==> src/rtl/cache_pkg.sv <==
// Shared cache definitions: geometry derivations, AXI encodings and writeback FSM states.
package cache_pkg;

  // Default cache geometry
  localparam int ADDR_WIDTH_DEF  = 32;
  localparam int LINE_WIDTH_DEF  = 6;
  localparam int CACHE_WIDTH_DEF = 6;

  // Word select width within a line (32-bit words, 4 bytes each)
  function automatic int index_width(input int line_w);
    return line_w - 2;
  endfunction

  // Tag bits left after the set index and the line offset
  function automatic int tag_width(input int addr_w, input int line_w, input int cache_w);
    return addr_w - line_w - cache_w;
  endfunction

  localparam int INDEX_WIDTH = index_width(LINE_WIDTH_DEF);
  localparam int TAG_WIDTH   = tag_width(ADDR_WIDTH_DEF, LINE_WIDTH_DEF, CACHE_WIDTH_DEF);
  localparam int WORDS       = 1 << INDEX_WIDTH;

  // AXI encodings
  localparam logic [1:0] BURST_INCR = 2'b01;
  localparam logic [2:0] SIZE_4B    = 3'b010;
  localparam logic [1:0] RESP_OKAY  = 2'b00;

  typedef enum logic [1:0] {IDLE, ADDR, DATA, RESP} wb_state_t;

endpackage

==> src/rtl/cache_line_writeback.sv <==
// Writeback engine: streams one dirty cache line out as a single AXI INCR write burst
// and reports completion (and any error response) back to the cache controller.
module cache_line_writeback
  import cache_pkg::*;
#(
  parameter int ADDR_WIDTH  = 32,
  parameter int DATA_WIDTH  = 32,
  parameter int LINE_WIDTH  = 6,
  parameter int CACHE_WIDTH = 6
) (
  input  logic                                        clk,
  input  logic                                        rst,
  input  logic                                        wb_start,
  input  logic [ADDR_WIDTH-LINE_WIDTH-CACHE_WIDTH-1:0] wb_tag,
  input  logic [CACHE_WIDTH-1:0]                      wb_line,
  output logic                                        wb_busy,
  output logic                                        wb_done,
  output logic                                        wb_error,
  output logic [LINE_WIDTH-3:0]                       line_index,
  input  logic [DATA_WIDTH-1:0]                       line_data,
  output logic                                        awvalid,
  input  logic                                        awready,
  output logic [ADDR_WIDTH-1:0]                       awaddr,
  output logic [7:0]                                  awlen,
  output logic [2:0]                                  awsize,
  output logic [1:0]                                  awburst,
  output logic                                        wvalid,
  input  logic                                        wready,
  output logic [DATA_WIDTH-1:0]                       wdata,
  output logic [3:0]                                  wstrb,
  output logic                                        wlast,
  input  logic                                        bvalid,
  output logic                                        bready,
  input  logic [1:0]                                  bresp
);

  localparam int                    IDX_W    = index_width(LINE_WIDTH);
  localparam int                    N_WORDS  = 1 << IDX_W;
  localparam logic [IDX_W-1:0]      LAST_IDX = IDX_W'(N_WORDS - 1);

  wb_state_t state;

  // Fixed burst shape: whole line, 4-byte beats, incrementing, all lanes written
  assign awlen   = 8'(N_WORDS - 1);
  assign awsize  = SIZE_4B;
  assign awburst = BURST_INCR;
  assign wstrb   = 4'b1111;

  // Line storage read is combinational, so write data is the storage word for the current index
  assign wdata = line_data;

  // Writeback FSM with the word counter doubling as the storage index
  always_ff @(posedge clk or posedge rst) begin
    if (rst) begin
      state      <= IDLE;
      awvalid    <= 1'b0;
      awaddr     <= '0;
      wvalid     <= 1'b0;
      wlast      <= 1'b0;
      bready     <= 1'b0;
      wb_busy    <= 1'b0;
      wb_done    <= 1'b0;
      wb_error   <= 1'b0;
      line_index <= '0;
    end else begin
      wb_done <= 1'b0;
      case (state)
        IDLE: begin
          // A start coinciding with the done pulse still belongs to the finished writeback
          if (wb_start && !wb_done) begin
            awaddr     <= {wb_tag, wb_line, {LINE_WIDTH{1'b0}}};
            line_index <= '0;
            awvalid    <= 1'b1;
            wb_busy    <= 1'b1;
            wb_error   <= 1'b0;
            state      <= ADDR;
          end
        end
        ADDR: begin
          // wready is ignored here: the first beat is only offered after the AW handshake
          if (awready) begin
            awvalid <= 1'b0;
            wvalid  <= 1'b1;
            wlast   <= (line_index == LAST_IDX);
            state   <= DATA;
          end
        end
        DATA: begin
          if (wready) begin
            if (line_index == LAST_IDX) begin
              wvalid     <= 1'b0;
              wlast      <= 1'b0;
              bready     <= 1'b1;
              line_index <= '0;
              state      <= RESP;
            end else begin
              line_index <= line_index + 1'b1;
              wlast      <= ((line_index + 1'b1) == LAST_IDX);
            end
          end
        end
        RESP: begin
          if (bvalid) begin
            bready   <= 1'b0;
            wb_done  <= 1'b1;
            wb_error <= (bresp != RESP_OKAY);
            wb_busy  <= 1'b0;
            state    <= IDLE;
          end
        end
        default: state <= IDLE;
      endcase
    end
  end

endmodule

==> config.mk <==
export PLATFORM = sky130hd
export DESIGN_NAME = cache_line_writeback
export DESIGN_NICKNAME = d
export VERILOG_FILES = /design/src/rtl/cache_pkg.sv /design/src/rtl/cache_line_writeback.sv
export SDC_FILE = /design/constraint.sdc
export NUM_CORES = 1
export LEC_CHECK = 0
export ABC_AREA = 1
export BUFFER_PORTS_ARGS = -buffer_cell sky130_fd_sc_hd__buf_2
export CAP_MARGIN = 20
export CORE_ASPECT_RATIO = 1.5
export CORE_UTILIZATION = 37
export CTS_CLUSTER_SIZE = 12
export DETAILED_ROUTE_END_ITERATION = 16
export MAX_ROUTING_LAYER = met4
export PLACE_DENSITY = 0.84
export SKIP_CTS_REPAIR_TIMING = 1
export SKIP_LAST_GASP = 1
export SYNTH_ARGS = -nofsm -noshare
export SYNTH_HDL_FRONTEND = slang
export SYNTH_SLANG_ARGS = --single-unit
==> constraint.sdc <==
create_clock -name clk -period 1.4 [get_ports clk]
set_input_delay 0.07 -clock clk [delete_from_list [all_inputs] [get_ports clk]]
set_output_delay 0.07 -clock clk [all_outputs]
set_load 0.05 [all_outputs]
Word-level counts from Yosys, hierarchy flattened
Index checks and enable logic that the tools add are counted.
- logic and storage cells: 69
- output and inout port bits: 92
- input bits: 66
- bits in registers: 39
- equality and inequality tests: 10
- muxes and demuxes: 31
- reductions and logical operators: 17
- $add $sub $neg: 1
- operator list (kind ; count):
    $mux 1 ; 15
    $mux 4 ; 3
    $pmux 1 s2 ; 6
    $reduce_and 3->1 ; 4
    $reduce_bool 2->1 ; 6
    $mux 2 ; 5
    $ne 2x2->1 const B ; 5
    $eq 4x4->1 const B ; 2
    $pmux 2 s4 ; 1
    $pmux 4 s2 ; 1
    $reduce_and 4->1 ; 2
    $reduce_and 5->1 ; 1
    $add 4x1->4 const B ; 1
    $eq 2x2->1 const B ; 2
    $eq 2x1->1 const B ; 1
    $logic_not 2->1 ; 1
    $reduce_and 2->1 ; 1
    $logic_and 1x1->1 ; 1
    $logic_not 1->1 ; 1

Logic depth before layout (Yosys ltp)
Gate-level depths: netlist of run 1.
- depth after elaboration: 5
- mapped depth: 9
- gate-level depth less buffers: 8

Worst setup path after synthesis of run 1
Ideal clock, no wire load.
- path type: register to register
- from: register line_index[1]
- to: register line_index[0]
- cell stages (with the launch flop): 7
- library setup time: 0.128 ns
- path slack: -0.157 ns
- period minus slack after synthesis: 1.557 ns
- buffers on the path: 0
- arrival: 1.429 ns
- cells stage by stage: dfrtp_1 ha_1 nand3_1 nand2_1 inv_1 nand3_1 o21ai_0
- word-level cells in the longest chain between the ends: 4
- ends and longest elaborated chain (item ; line ; source):
    start: declaration ; cache_line_writeback.sv:19 ; output logic [LINE_WIDTH-3:0] line_index,
    start signal: assignment ; cache_line_writeback.sv:97 ; line_index <= line_index + 1'b1;
    $eq 4x4->1 ; cache_line_writeback.sv:90 ; if (line_index == LAST_IDX) begin
    $mux 4 ; cache_line_writeback.sv:90 ;
    $mux 4 ; cache_line_writeback.sv:89 ; if (wready) begin
    $pmux 4 s2 ; cache_line_writeback.sv:67 ; case (state)
Every way passes these cells. The select of a mux whose other input is x is not followed.
A chain may end at the register's enable or synchronous reset.

Final worst setup path of run 1
- from: register state[0]
- to: register awaddr[26]
- word-level cells in the longest chain between the ends: 2
- ends and longest elaborated chain (item ; line ; source):
    start: declaration ; cache_line_writeback.sv:41 ; wb_state_t state;
    start signal: assignment ; cache_line_writeback.sv:55 ; state <= IDLE;
    start signal: assignment ; cache_line_writeback.sv:76 ; state <= ADDR;
    start signal: assignment ; cache_line_writeback.sv:85 ; state <= DATA;
    $logic_not 2->1 ; cache_line_writeback.sv:67 ;
    $reduce_and 2->1 (no source line) ; -- ;
    end signal: assignment ; cache_line_writeback.sv:71 ; awaddr <= {wb_tag, wb_line, {LINE_WIDTH{1'b0}}};
    end: declaration ; cache_line_writeback.sv:23 ; output logic [ADDR_WIDTH-1:0] awaddr,
Every way passes these cells.

==> impl_metrics.tcl, run 1 <==
set metrics [dict create \
    status "finished, violations left" \
    violations "negative setup slack" \
    final_antenna_net_count 0 \
    drive_gt1_share_pct 54.21 \
    cts.sinks 39 \
    cap_violations 0 \
    crit_chain "inv_2 -> ha_4 -> nand3_4 -> buf_12 -> mux2_4" \
    max_freq_ghz 0.6963 \
    worst-path-buf-inv 2 \
    cp_data_arrival_time_ns 1.60 \
    start_util_pct 38.49 \
    cts_buffer_depth 2 \
    rsz0062_at_grt "true" \
    finalSetupViolCount 28 \
    gp_congestion 0.8409 \
    p_leak_nw 1.448 \
    hold_path_depth 2 \
    syn_to_final_growth_pct 20.36 \
    grt_pass1_vias 1517 \
    cp_slowest_cell "dfrtp_1" \
    gr-total-overflow 0 \
    clkTransAtPathRegs_ns 0.08 \
    register_area_sq_um 979.7 \
    cp-end-kind "flip-flop" \
    worstPathMaxFanout 16 \
    stdcell_area_sq_um 2700 \
    peakVddDrop_mv 0.9022 \
    cts_buffers 5 \
    synth_compound_area_share_pct 3.681 \
    htreeDepth 2 \
    wl_per_cell_um 12.53 \
    wl_um 4322 \
    dp_hpwl_um 3258 \
    vias 1549 \
    hold_violations 0 \
    synth_top_family_by_area "buffers and inverters" \
    multi_input_area_sq_um 927.1 \
    yosys.area_share.adder_pct 3.904 \
    cpPeakStageDelay_ns 0.43 \
    crit_start "state[0]" \
    synth_xor_area_share_pct 0 \
    clk_latency_ns 0.29 \
    cts_root_buf "clkbuf_8" \
    finalCritPeriodShare_pct 102.6 \
    drt_iter0_drc 17 \
    drc 0 \
    antenna_found_initial 0 \
    yosys_warnings 0 \
    required_ns 1.57 \
    grt_max_degree 32 \
    crit_family "flip-flops" \
    synth-seq-cells 39 \
    io_pins 158 \
    synth_cell_types 20 \
    min_to "awaddr[8]" \
    min_period_ns 1.436 \
    post-route-util_pct 46.33 \
    fp.dieArea_sq_um 6385 \
    die_x_um 65.58 \
    grt_pass1_wl_um 6720 \
    setup_slack_ns -0.03620 \
    globalRouteTotalUtil_pct 14.18 \
    yosysSeqAreaShare_pct 43.50 \
    slew_viol_final 0 \
    row_count 34 \
    io_buffers 70 \
    r2r_slack_ns -0.04 \
    finalNetCount 345 \
    worstHoldStart "wb_line[2]" \
    timing.rr.end "awaddr[26]" \
    firstDrtPassIters 4 \
    startpoint_type "flip-flop" \
    crit_type "flip-flop to flip-flop" \
    hold_path.class "input pin to flip-flop" \
    r2r-start "state[0]" \
    p_per_area_nw_per_um2 2821 \
    dpl_cell_area_sq_um 2481 \
    coreArea_sq_um 5828 \
    synth_cells 214 \
    synth_area_per_cell_sq_um 10.48 \
    fin_tns_setup_ns -0.5729 \
    avgViaCountPerCell 4.490 \
    cts_tree "yes" \
    skew_ns 0.01031 \
    fill_cells 547 \
    die_h_um 97.37 \
    diodes 0 \
    synth_area_sq_um 2243 \
    r2r_cells 5 \
    synth_mux_area_share_pct 16.23 \
    yosys.area_share.simple_pct 9.704 \
]
## worst max-delay path by stage
| stage | end | cells past startpoint |
|---|---|---|
| after floorplan | awaddr[18] | 5 |
| after global placement | line_index[1] | 8 |
| after detailed placement | line_index[1] | 8 |
| after CTS | line_index[1] | 8 |
| after global routing | line_index[2] | 9 |
| final | awaddr[26] | 5 |
## metrics by stage
| step | hold WS [ns] | power, mW | cells | worst slack (ns) |
|---|---|---|---|---|
| floorplan | 0.1873 | 5.583 | 235 | -0.02413 |
| global route | 0.00007733 | 8.065 | 345 | -0.08721 |
| global placement | 0.05707 | 6.292 | 334 | -0.07698 |
| CTS | -0.2469 | 7.366 | 342 | -0.1698 |
| finish | 0.01103 | 7.617 | 345 | -0.03620 |
| detailed placement | 0.06546 | 6.416 | 334 | -0.1438 |
## cells by family after synthesis
kind of cell | after synthesis
compound gates | 16
fa+ha+maj | 7
buf+inv | 76
flops | 39
mux | 26
other cells | 2
simple gates | 48
## worst register-to-register path: cells and delay by family (launching register included)
kind / cells / cell delay (ns)
fa+ha+maj: 1 / 0.18
buf+inv: 2 / 0.30
flops: 1 / 0.43
mux: 1 / 0.31
simple gates: 1 / 0.10
## cells in the final DEF (no fill, tap or decap)
master,synthesis,layout
buf_2,1,70
dfrtp_1,39,36
conb_1,2,23
nand2_1,26,19
mux2_4,19,19
buf_4,55,13
inv_1,18,12
o21ai_0,12,7
mux2_2,7,7
inv_2,0,6
nor2_1,7,6
nand2_2,0,6
nand3_1,8,6
clkbuf_8,0,5
o21ai_1,0,4
ha_1,7,4
nand4_1,3,3
dfrtp_2,0,3
buf_12,0,3
nor2_4,0,2
a21oi_2,0,2
nand3_2,0,2
ha_4,0,2
clkbuf_1,0,2
nand2_4,0,1
o21a_1,1,1
nor3_2,0,1
a21oi_1,3,1
nand3_4,1,1
o21ai_2,0,1
or2_2,1,1
ha_2,0,1
bufinv_16,0,1
dlygate4sd3_1,0,1
buf_6,2,1
## per-layer routing
| layer | GRT usage (%) | wire (um) | part of all wire, % |
|---|---|---|---|
| met5 | - | 0 | 0 |
| met3 | 3.052 | 267 | 6.2 |
| met2 | 24.90 | 2321 | 54 |
| met1 | 14.43 | 1599 | 37 |
| met4 | 6.856 | 133 | 3.1 |
## synth_stat cells (all sizes together)
library cell / count / area (sq um)
buf: 58 / 440.4
o21a: 1 / 7.510
nand4: 3 / 18.77
ha: 7 / 87.58
o21ai: 12 / 60.06
nor3: 1 / 5.000
conb: 2 / 7.510
dfrtp: 39 / 975.9
a21oi: 3 / 15.01
nand2: 26 / 97.59
nor2: 8 / 32.54
inv: 18 / 67.56
mux2: 26 / 364.1
nand3: 9 / 57.56
or2: 1 / 6.260
## power breakdown
| part | switching (mW) | internal, mW |
|---|---|---|
| registers | 0.299 | 1.65 |
| logic | 3.10 | 1.65 |
| clock network | 0.378 | 0.533 |
| total | 3.78 | 3.84 |
## registers in the layout (all words and copies together) (netlist names)
| name | count |
|---|---|
| awvalid | 1 |
| wb_done | 1 |
| wlast | 1 |
| wvalid | 1 |
| awaddr | 26 |
| wb_busy | 1 |
| state | 2 |
| line_index | 4 |
| wb_error | 1 |
| bready | 1 |
## final cells by class
type / count / area share [%]
multi-input combinational: 120 / 34.34
sequential: 39 / 36.28
clock inverter: 1 / 1.112
inverter: 18 / 2.502
clock buffer: 7 / 2.827
timing repair buffer: 88 / 19.60
tap: 72 / 3.336
Power figures use the tool's default switching activity.
==> inputs of run 2 (changes only) <==
--- a/config.mk
+++ b/config.mk
@@ -7,13 +7,13 @@
 export LEC_CHECK = 0
 export ABC_AREA = 1
 export BUFFER_PORTS_ARGS = -buffer_cell sky130_fd_sc_hd__buf_2
-export CAP_MARGIN = 20
+export CAP_MARGIN = 5
 export CORE_ASPECT_RATIO = 1.5
 export CORE_UTILIZATION = 37
 export CTS_CLUSTER_SIZE = 12
 export DETAILED_ROUTE_END_ITERATION = 16
 export MAX_ROUTING_LAYER = met4
-export PLACE_DENSITY = 0.84
+export PLACE_DENSITY = 0.72
 export SKIP_CTS_REPAIR_TIMING = 1
 export SKIP_LAST_GASP = 1
 export SYNTH_ARGS = -nofsm -noshare
==> impl_metrics.tcl, run 2 (synthesis gave the netlist of run 1 again) <==
set metrics [dict create \
    status "finished, violations left" \
    violations "negative setup slack" \
    post-route-util_pct 46.63 \
    p_leak_nw 1.448 \
    r2r_cells 5 \
    htreeDepth 2 \
    drive_gt1_share_pct 55.35 \
    firstDrtPassIters 4 \
    io_buffers 70 \
    globalRouteTotalUtil_pct 13.75 \
    final_cell_mix "buf_2 (70), dfrtp_1 (34), conb_1 (23)" \
    cp_slowest_cell "dfrtp_2" \
    wl_um 4294 \
    antenna_found_initial 0 \
    largest_reg_flops 26 \
    diodes 0 \
    cts_buffers 5 \
    die_h_um 97.37 \
    final_antenna_net_count 0 \
    syn_to_final_growth_pct 21.14 \
    dp_hpwl_um 3149 \
    layout_commonest_cell "buf_2" \
    grt_max_degree 21 \
    grt_pass1_wl_um 6486 \
    wl_met1_um 1622 \
    cts.sinks 39 \
    top_layer "met4" \
    regMostFlops "awaddr" \
    gr-total-overflow 0 \
    crit_chain "inv_4 -> ha_4 -> nand3_4 -> buf_12 -> mux2_4" \
    cp-end-kind "flip-flop" \
    crit_type "flip-flop to flip-flop" \
    required_ns 1.56 \
    startpoint_type "flip-flop" \
    row_count 34 \
    finalNetCount 344 \
    finalSetupViolCount 28 \
    drt_iter0_drc 71 \
    gp_congestion 0.8240 \
    hold_path_depth 2 \
    max_freq_ghz 0.6981 \
    wl_met2_um 2291 \
    vias 1518 \
    fin_tns_setup_ns -0.4267 \
    skew_ns 0.003679 \
    io_pins 158 \
    setup_slack_ns -0.03244 \
    grt_pass1_vias 1447 \
    peakVddDrop_mv 1.186 \
    fill_cells 537 \
    clk_latency_ns 0.28 \
    avgViaCountPerCell 4.426 \
    cap_violations 0 \
    start_util_pct 38.49 \
    hold_violations 0 \
    largest_registers "awaddr x26, line_index x4, state x2" \
    cts_buffer_depth 2 \
    wl_met3_um 263 \
    fp.dieArea_sq_um 6385 \
    hold_path.class "input pin to flip-flop" \
    rsz0062_at_grt "true" \
    slew_viol_final 0 \
    coreArea_sq_um 5828 \
    cpPeakStageDelay_ns 0.46 \
    hold_slack_ns 0.01656 \
    drc 0 \
    cts_root_buf "clkbuf_8" \
    min_period_ns 1.432 \
    die_x_um 65.58 \
    cp_data_arrival_time_ns 1.60 \
    worstPathMaxFanout 16 \
    cts_tree "yes" \
    wl_per_cell_um 12.52 \
    finalCritPeriodShare_pct 102.3 \
    clkTransAtPathRegs_ns 0.07 \
    p_per_area_nw_per_um2 2779 \
]
-- run 2: layout make-up --
cell class / count / area (sq um) / area share, %
sequential: 39 / 982.2 / 36.14
tap: 72 / 90.09 / 3.315
clock buffer: 6 / 82.58 / 3.039
multi-input combinational: 120 / 972.2 / 35.77
clock inverter: 1 / 5.005 / 0.1842
inverter: 18 / 72.57 / 2.670
timing repair buffer: 87 / 513.0 / 18.88
-- run 2: stage by stage --
step / std cells / worst slack [ns] / power, mW / cell area, sq um
finish: 343 / -0.03244 / 7.551 / 2718
global route: 343 / -0.1091 / 8.009 / 2718
floorplan: 235 / -0.02413 / 5.583 / 2337
CTS: 338 / -0.1641 / 7.104 / 2534
global placement: 331 / -0.1212 / 6.246 / 2446
detailed placement: 331 / -0.1503 / 6.326 / 2446
-- run 2: path summary, 6_finish.rpt --
check	start	endpoint	slack [ns]
min reg2reg	bready	bready	0.47
max reg2reg	state[1]	awaddr[23]	-0.03
max	state[1]	awaddr[23]	-0.03
max in group asynchronous	rst	wb_done	0.79
min in group asynchronous	rst	awaddr[13]	0.38
min	wb_tag[12]	awaddr[24]	0.02
-- run 2: worst max-delay path: cells and delay by family, from the launching register on --
| family | cells | cell delay [ns] |
|---|---|---|
| adders and majority gates | 1 | 0.17 |
| and+or+nand+nor | 1 | 0.11 |
| muxes | 1 | 0.30 |
| buffers and inverters | 2 | 0.27 |
| DFF | 1 | 0.46 |
-- run 2: report_power, final --
part	switching (mW)	leakage (nW)	internal (mW)	total, mW
Combinational	3.14	0.939	1.68	4.83
Clock	0.364	0.0470	0.386	0.751
Sequential	0.314	0.462	1.66	1.97
-- run 2: layer usage --
metal  global-route usage (%)  vias to the layer above
met2                    23.24                       68
li1                         -                      718
met1                    14.03                      714
met5                        -                        -
met3                    3.756                       18
met4                    7.358                        0
